### config.mk
export PLATFORM = sky130hd
export DESIGN_NAME = mux_rr_arbiter
export DESIGN_NICKNAME = d
export VERILOG_FILES = /design/src/rtl/mux_rr_arbiter.sv
export SDC_FILE = /design/constraint.sdc
export NUM_CORES = 1
export LEC_CHECK = 0
export ABC_CLOCK_PERIOD_IN_PS = 8100
export CAP_MARGIN = 20
export CELL_PAD_IN_SITES_DETAIL_PLACEMENT = 1
export CELL_PAD_IN_SITES_GLOBAL_PLACEMENT = 2
export CORE_UTILIZATION = 25
export DETAILED_ROUTE_END_ITERATION = 10
export HOLD_SLACK_MARGIN = 0.06
export PLACE_DENSITY = 0.89
export SYNTH_ARGS = -nofsm -noshare
export SYNTH_HDL_FRONTEND = slang
export SYNTH_SLANG_ARGS = --single-unit
### constraint.sdc
create_clock -name clk -period 8.1 [get_ports clk]
set_input_delay 2.43 -clock clk [delete_from_list [all_inputs] [get_ports clk]]
set_output_delay 2.43 -clock clk [all_outputs]
set_load 0.1 [all_outputs]
### src/rtl/mux_rr_arbiter.sv
// mux_rr_arbiter
//   Round-robin arbiter and sequencer for a shared NUM_REQ:1 data mux.
//   Picks one valid/ready requester, drives the mux select and registers the
//   selected beat into a single valid/ready output stage. A multi-beat packet
//   keeps the grant (LOCK state) until its last beat so the select is stable
//   for the whole packet.
//
// Ports:
//   clk        - clock, rising edge
//   rst_n      - synchronous reset, active-low
//   req_valid  - per-requester beat valid
//   req_last   - per-requester last beat of packet
//   req_data   - packed beats, requester i at [i*DATA_W +: DATA_W]
//   req_ready  - per-requester accept (one-hot or zero)
//   out_valid  - registered output beat valid
//   out_data   - registered output beat
//   out_last   - registered last flag
//   out_src    - registered index of the requester that produced out_data
//   out_ready  - downstream accept
//   sel        - combinational mux select (current grant index)
//   locked     - high while a packet holds the grant
module mux_rr_arbiter #(
  parameter int NUM_REQ = 4,
  parameter int DATA_W  = 8,
  parameter int SRC_W   = $clog2(NUM_REQ)
) (
  input  logic                      clk,
  input  logic                      rst_n,
  input  logic [NUM_REQ-1:0]        req_valid,
  input  logic [NUM_REQ-1:0]        req_last,
  input  logic [NUM_REQ*DATA_W-1:0] req_data,
  output logic [NUM_REQ-1:0]        req_ready,
  output logic                      out_valid,
  output logic [DATA_W-1:0]         out_data,
  output logic                      out_last,
  output logic [SRC_W-1:0]          out_src,
  input  logic                      out_ready,
  output logic [SRC_W-1:0]          sel,
  output logic                      locked
);

  typedef enum logic [0:0] {
    ST_ARB  = 1'b0,
    ST_LOCK = 1'b1
  } state_e;

  // Index increment with wrap from NUM_REQ-1 back to 0 (NUM_REQ need not be a power of 2).
  function automatic logic [SRC_W-1:0] next_idx(input logic [SRC_W-1:0] idx);
    logic [SRC_W-1:0] res;
    if (idx == SRC_W'(NUM_REQ - 1)) begin
      res = {SRC_W{1'b0}};
    end else begin
      res = idx + SRC_W'(1);
    end
    return res;
  endfunction

  state_e              state_r;
  state_e              state_nxt_s;
  logic [SRC_W-1:0]    rr_ptr_r;
  logic [SRC_W-1:0]    rr_ptr_nxt_s;
  logic [SRC_W-1:0]    lock_id_r;
  logic [SRC_W-1:0]    lock_id_nxt_s;

  logic                out_valid_r;
  logic [DATA_W-1:0]   out_data_r;
  logic                out_last_r;
  logic [SRC_W-1:0]    out_src_r;

  logic                arb_found_s;
  logic [SRC_W-1:0]    arb_idx_s;
  logic                can_load_s;
  logic                grant_ok_s;
  logic [SRC_W-1:0]    sel_s;
  logic [NUM_REQ-1:0]  req_ready_s;
  logic                transfer_s;
  logic                sel_last_s;
  logic [DATA_W-1:0]   sel_data_s;

  // Round-robin scan: first valid requester starting at rr_ptr, wrapping around.
  always_comb begin
    logic [SRC_W-1:0] scan_v;
    arb_found_s = 1'b0;
    arb_idx_s   = rr_ptr_r;
    scan_v      = rr_ptr_r;
    for (int k = 0; k < NUM_REQ; k++) begin
      if (!arb_found_s && req_valid[scan_v]) begin
        arb_found_s = 1'b1;
        arb_idx_s   = scan_v;
      end else begin
        arb_found_s = arb_found_s;
      end
      scan_v = next_idx(scan_v);
    end
  end

  // Grant select and handshake. Ready is held low during reset so no beat is
  // accepted and then discarded by the reset of the output stage.
  always_comb begin
    can_load_s = !out_valid_r || out_ready;
    if (state_r == ST_LOCK) begin
      sel_s      = lock_id_r;
      grant_ok_s = 1'b1;
    end else begin
      sel_s      = arb_idx_s;
      grant_ok_s = arb_found_s;
    end
    req_ready_s = {NUM_REQ{1'b0}};
    if (rst_n && can_load_s && grant_ok_s) begin
      req_ready_s[sel_s] = 1'b1;
    end else begin
      req_ready_s = {NUM_REQ{1'b0}};
    end
    transfer_s = req_valid[sel_s] && req_ready_s[sel_s];
    sel_last_s = req_last[sel_s];
  end

  // Data mux: only feeds the output register, never a combinational output.
  always_comb begin
    sel_data_s = {DATA_W{1'b0}};
    for (int i = 0; i < NUM_REQ; i++) begin
      if (sel_s == SRC_W'(i)) begin
        sel_data_s = req_data[i*DATA_W +: DATA_W];
      end else begin
        sel_data_s = sel_data_s;
      end
    end
  end

  // Next-state logic for the ARB/LOCK sequencer and the round-robin pointer.
  always_comb begin
    state_nxt_s   = state_r;
    rr_ptr_nxt_s  = rr_ptr_r;
    lock_id_nxt_s = lock_id_r;
    case (state_r)
      ST_ARB: begin
        if (transfer_s) begin
          if (sel_last_s) begin
            rr_ptr_nxt_s = next_idx(sel_s);
          end else begin
            lock_id_nxt_s = sel_s;
            state_nxt_s   = ST_LOCK;
          end
        end else begin
          state_nxt_s = ST_ARB;
        end
      end
      ST_LOCK: begin
        // No timeout: an idle locked requester keeps the grant.
        if (transfer_s && sel_last_s) begin
          rr_ptr_nxt_s = next_idx(lock_id_r);
          state_nxt_s  = ST_ARB;
        end else begin
          state_nxt_s = ST_LOCK;
        end
      end
      default: begin
        state_nxt_s = ST_ARB;
      end
    endcase
  end

  // Sequencer state, round-robin pointer and lock owner registers.
  always_ff @(posedge clk) begin
    if (!rst_n) begin
      state_r   <= ST_ARB;
      rr_ptr_r  <= {SRC_W{1'b0}};
      lock_id_r <= {SRC_W{1'b0}};
    end else begin
      state_r   <= state_nxt_s;
      rr_ptr_r  <= rr_ptr_nxt_s;
      lock_id_r <= lock_id_nxt_s;
    end
  end

  // Output stage: load on transfer, drain on accept, hold under backpressure.
  always_ff @(posedge clk) begin
    if (!rst_n) begin
      out_valid_r <= 1'b0;
      out_data_r  <= {DATA_W{1'b0}};
      out_last_r  <= 1'b0;
      out_src_r   <= {SRC_W{1'b0}};
    end else if (transfer_s) begin
      out_valid_r <= 1'b1;
      out_data_r  <= sel_data_s;
      out_last_r  <= sel_last_s;
      out_src_r   <= sel_s;
    end else if (out_ready) begin
      out_valid_r <= 1'b0;
    end else begin
      out_valid_r <= out_valid_r;
    end
  end

  assign req_ready = req_ready_s;
  assign sel       = sel_s;
  assign locked    = (state_r == ST_LOCK);
  assign out_valid = out_valid_r;
  assign out_data  = out_data_r;
  assign out_last  = out_last_r;
  assign out_src   = out_src_r;

endmodule
# Word level (Yosys, flattened, before mapping)
# Index checks and enable logic that the tools add are counted.
[word_totals]
ff_bits = 17
input_bits = 43
wordCells = 92
[op_classes]
addsub = 5
order_cmp = 6
eq_ne = 10
n_mux = 45
bitwise = 2
n_reduce_logical = 17
[op_table]
columns = ["operator", "n"]
rows = [
  ["two-way mux 8 bit", 4],
  ["two-way mux 2 bit", 12],
  ["two-way mux 1 bit", 18],
  ["< comparator 2 x 3 -> 1 bit (second input constant)", 5],
  ["binary-select mux 1 bit (select 2 bit)", 7],
  ["== test 2 bit (second input constant)", 6],
  ["adder 2 x 1 -> 2 bit (second input constant)", 5],
  ["logical AND 1 bit", 8],
  ["AND reduction 3 bit", 2],
  ["logical NOT 1 bit", 4],
  ["two-way mux 4 bit", 1],
  ["inequality test 2 bit (second input constant)", 2],
  ["case mux 2 bit (2 select lines)", 1],
  ["demux 1 bit (select 2 bit)", 1],
  ["== test 2 x 1 -> 1 bit (second input constant)", 1],
  [">= comparator 2 x 1 -> 1 bit (second input constant)", 1],
  ["logical NOT 2 bit", 1],
  ["inequality test 2 x 1 -> 1 bit (second input constant)", 1],
  ["NOT 1 bit", 2],
  ["case mux 1 bit (2 select lines)", 1],
  ["nonzero test 2 bit", 1],
  ["logical OR 1 bit", 1],
]

# Depth between registers and ports, before layout
[depth]
depth_word = 24
ltp_mapped = 18
mapped_depth_nobuf = 16

# Least setup slack after synthesis
# OpenSTA, ideal clock, no wires.
[synth_path]
path_kind = "input to output"
start = "in req_valid[1]"
end = "out req_ready[3]"
arrival_time_ns = 6.236
required_ns = 5.670
slack_ns = -0.566
cell_stages = 11
path_buffers = 4
cell_sequence = "buf_2 nor2b_1 mux4_2 and3_1 buf_6 or4_4 nand2_2 ha_1 clkbuf_1 clkbuf_1 and2_1"
[synth_between]
elab_chain_len = 18
[synth_rtl]
columns = ["element", "line_no", "text"]
rows = [
  ["from (decl)", "29", "input logic [NUM_REQ-1:0] req_valid,"],
  ["binary-select mux 1 bit (select 2 bit)", "87", "if (!arb_found_s && req_valid[scan_v]) begin"],
  ["two-way mux 1 bit (implied by the code)", "87", ""],
  ["two-way mux 1 bit", "87", ""],
  ["logical NOT 1 bit", "87", ""],
  ["logical AND 1 bit", "87", ""],
  ["two-way mux 1 bit", "87", ""],
  ["logical NOT 1 bit", "87", ""],
  ["logical AND 1 bit", "87", ""],
  ["[... 3 more ...]", "-", ""],
  ["two-way mux 2 bit *", "87", ""],
  ["two-way mux 2 bit *", "101", "if (state_r == ST_LOCK) begin"],
  ["via sel[0]", "38", "output logic [SRC_W-1:0] sel,"],
  ["< comparator 2 x 3 -> 1 bit (implied by the code) / >= comparator 2 x 1 -> 1 bit (equally long branches)", "110", "req_ready_s[sel_s] = 1'b1;"],
  ["logical AND 1 bit (implied by the code)", "110", ""],
  ["two-way mux 1 bit (implied by the code)", "110", ""],
  ["demux 1 bit (select 2 bit) *", "110", ""],
  ["two-way mux 4 bit *", "109", "if (rst_n && can_load_s && grant_ok_s) begin"],
  ["to (decl)", "32", "output logic [NUM_REQ-1:0] req_ready,"],
]
# The timed path passes the listed nets; every way through them passes the cells marked *. The select of a mux whose other input is x is not followed.

# Final worst setup path
[layout_path]
start = "in req_valid[3]"
end = "out req_ready[0]"
[layout_between]
elab_chain_len = 18
[layout_rtl]
columns = ["element", "line_no"]
rows = [
  ["binary-select mux 1 bit (select 2 bit)", "87"],
  ["two-way mux 1 bit (implied by the code)", "87"],
  ["two-way mux 1 bit", "87"],
  ["logical NOT 1 bit", "87"],
  ["logical AND 1 bit", "87"],
  ["two-way mux 1 bit", "87"],
  ["logical NOT 1 bit", "87"],
  ["logical AND 1 bit", "87"],
  ["[... 2 more ...]", "-"],
  ["logical AND 1 bit", "87"],
  ["two-way mux 2 bit", "87"],
  ["two-way mux 2 bit", "101"],
  ["< comparator 2 x 3 -> 1 bit (implied by the code) / >= comparator 2 x 1 -> 1 bit (equally long branches)", "110"],
  ["logical AND 1 bit (implied by the code)", "110"],
  ["two-way mux 1 bit (implied by the code)", "110"],
  ["demux 1 bit (select 2 bit)", "110"],
  ["two-way mux 4 bit *", "109"],
]
# Mark *: on every way between the ends. The rest lies on a longest branch, timed or not. The select of a mux whose other input is x is not followed.

==> out/qor.txt <==
clock slew at reported path FFs - 0.07 ns
async set or reset register ratio after synthesis - 0%
pin count of the biggest net entering global routing - 18
Core Area - 6490 µm²
global-route wire length before repair - 9380 µm
synth unique cells - 59
grt met1 use - 21.8%
unrepaired setup endpoints after global routing - no
io pins - 62
failing checks - DRC
total track usage - 16.0%
DR vias - 1843
Hold Path Depth - 2
logic gate share of total power - 80.0%
slew margin rel. - 35.0%
placed cell count - 346
Max IR drop VDD - 385 µV
# diodes - 0
CTS tree - built
htree depth - 1
Crit. End Element - output pin
Final Hold Fails - 0
Final Max Slew Viols - 0
hold endpoint - out_last
drt drc - 2
row cnt - 29
Post-Synth XOR/XNOR Area - 0.509%
ys flop type - dfxtp_1
nets@finish - 322
switch share - 56.4%
register bit total from synthesis - 17
antenna violations before repair - 0
required arrival time at the worst endpoint - 5.67 ns
Hold-fix buffers, CTS - 0
total power - 902 µW
die area - 7210 µm²
vias in the first global route - 1922
grt ovf - 0
I/O Buffers - 61
Post-synth EDFFs - 0
Slew @ Worst Pin - 0.973 ns
part of the power in the clock network - 7.0%
post-CTS sizing - 0
Die Height - 84.9 µm
Power Density - 361 nW/µm²
Hold Crit Class - register to register
outcome - complete, but fails checks
HP Start - out_last
Seq/Total Area, Yosys - 19.8%
Flop pwr share - 13.1%
share of cells above drive strength 1 - 17.6%
Worst-Skew Late Latency - 0.25 ns
Yosys Warn Count - 0
Starting Density - 26.5%
synthesized area per cell - 7.78 µm²
Synth Area in Simple Gates - 28.7%
number of DRC markers in iteration 0 - 128
CTS sink count - 17
RR Startpoint - rr_ptr_r[0]
met3 Track Usage GR - 2.04%
setup violators final - 0
reg-to-reg endpoint - out_data[2]
Non-Filler Instances - 350
First-pass DRT Iterations - 7
largest family of logic cells by synthesized area - compound AO/OA/AOI/OAI gates
PnR worst setup slack - 0.252 ns
syn nets - 269
Die X-Extent - 84.9 µm
Static Leak - 0.000923 µW
met2 usage - 26.3%
startpoint types - input port
WL per Instance - 15.8 µm
total CTS buffers - 3
RD Place Congestion - 0.791
complex-gate fraction of the synthesized area - 29.3%
Mapped Cells - 221
crit path DAT - 5.42 ns
R2R setup slack - 3.51 ns
Setup Skew - 0.00415 ns
P_sw - 509 µW
GR peak layer - met2
crit-path max FO - 11
pre-CTS WS - 0.261 ns
Tmin final - 7.85 ns
P_int - 393 µW
cell area after synthesis - 1720 µm²
post-DP HPWL - 4450 µm
post-synthesis mux area share - 10.6%
adder-cell share of the synthesized area - 3.64%
Worst R2R Path Depth - 14
Syn-to-layout area delta - 45.3%
Setup Crit Path Kind - input port to output pin
max_cap viols - 0
setup bufs post-CTS - 0
post-route ant nets - 0
period utilization - 96.9%
Placed Area - 2450 µm²
Bufs on Longest Clock Path - 2
post-DR vias/cell - 5.27
fmax - 127 MHz
Post-Route WL - 5530 µm
Root Driver - clkbuf_8
Design Area, Final - 2500 µm²
setup TNS - 0 ns
## cell families after synthesis
group | count (synthesis)
adders and majority gates | 5
muxes | 15
DFF | 17
xor gates and xnor gates | 1
and+or+nand+nor | 99
buffers and inverters | 26
AOI/OAI and AO/OA | 58
## cell usage in the layout, fill, tap and decap left out, types with 3 or more instances in the layout
cell type        count
buf_4                9
nor3_1              23
clkbuf_8             3
ha_1                 5
a221oi_2             7
nor2b_1              5
clkdlybuf4s50_1     55
nand2b_1             4
buf_12               6
o21ai_0              4
dfxtp_1             17
mux2i_1              7
nand2_1             17
nand3_1              3
a22oi_1              7
a31oi_1              3
mux2_2               5
inv_1                3
a21oi_1             14
nor2_1              30
## how the worst max path moves through the flow
| stage | from | to | slack [ns] |
|---|---|---|---|
| 2_1_floorplan | req_valid[1] | req_ready[3] | 0.05 |
| 6_report | req_valid[3] | req_ready[0] | 0.25 |
| 3_5_place_dp | req_valid[3] | req_ready[0] | 0.26 |
| 4_1_cts | req_valid[3] | req_ready[0] | 0.25 |
| 5_1_grt | req_valid[3] | req_ready[0] | 0.1 |
| 3_3_place_gp | req_valid[3] | req_ready[0] | 0.35 |
## power groups by stage
| stage | Sequential, µW | Combinational, µW | Clock [µW] |
|---|---|---|---|
| after floorplan | 197 | 445 | 0 |
| after global placement | 119 | 710 | 0 |
| after detailed placement | 120 | 720 | 0 |
| after CTS | 118 | 723 | 64.7 |
| after global routing | 120 | 775 | 67.3 |
| final | 118 | 721 | 63.1 |
## synth_stat cells (all sizes together), types with 2 or more instances
cell type,instances,area (µm²)
a22oi,7,52.6
inv,4,15.0
buf,7,55.1
nor3,23,115
a21boi,2,15.0
nor2b,5,31.3
a221oi,8,114
ha,5,62.6
o21ai,6,33.8
and2,5,33.8
nor4,2,18.8
nand2,18,70.1
clkbuf,15,56.3
a31oi,3,18.8
dfxtp,17,340
o21a,2,15.0
nor2,30,113
nand3,3,15.0
a21oi,16,95.1
mux2i,7,70.1
nand2b,4,25.0
or4,2,18.8
mux4,2,45.0
mux2,6,67.6
## per-stage QoR
stage | util, % | hold WS [ns]
after floorplan | - | 0.465
after global placement | 37.8 | 0.460
after detailed placement | 37.8 | 0.471
after CTS | 38.5 | 0.481
after global routing | 38.5 | 0.511
final | 38.5 | 0.477
## worst max-delay path, stage by stage
cell and delay, ns:
clkdlybuf4s50_1 0.66, nor2b_1 0.10, mux4_2 0.48, and3_1 0.30
or4_4 0.60, nand2_4 0.15, inv_1 0.08, ha_1 0.25
and2_1 0.18, buf_12 0.17
## per-layer routing
metal	vias up	part of all wire, %
met5	-	0
met4	0	1.4
met3	8	5.3
met2	52	45
met1	867	48
li1	916	-
## sequential cells by signal, summed over array words and instances, names as in the netlist, named ones only
signal	flops
rr_ptr_r	2
out_src	2
out_data	8
lock_id_r	2
out_last	1
out_valid	1
## final cells by class
cell class	instances	area, µm²
inverters	4	15.0
fillers	746	4000
well taps	77	96.3
flip-flops and latches	17	340
repair buffers	70	738
clock buffers	3	41.3
multi-input cells	178	1260
clock inverters	1	5.00
Power figures use the tool's default switching activity.
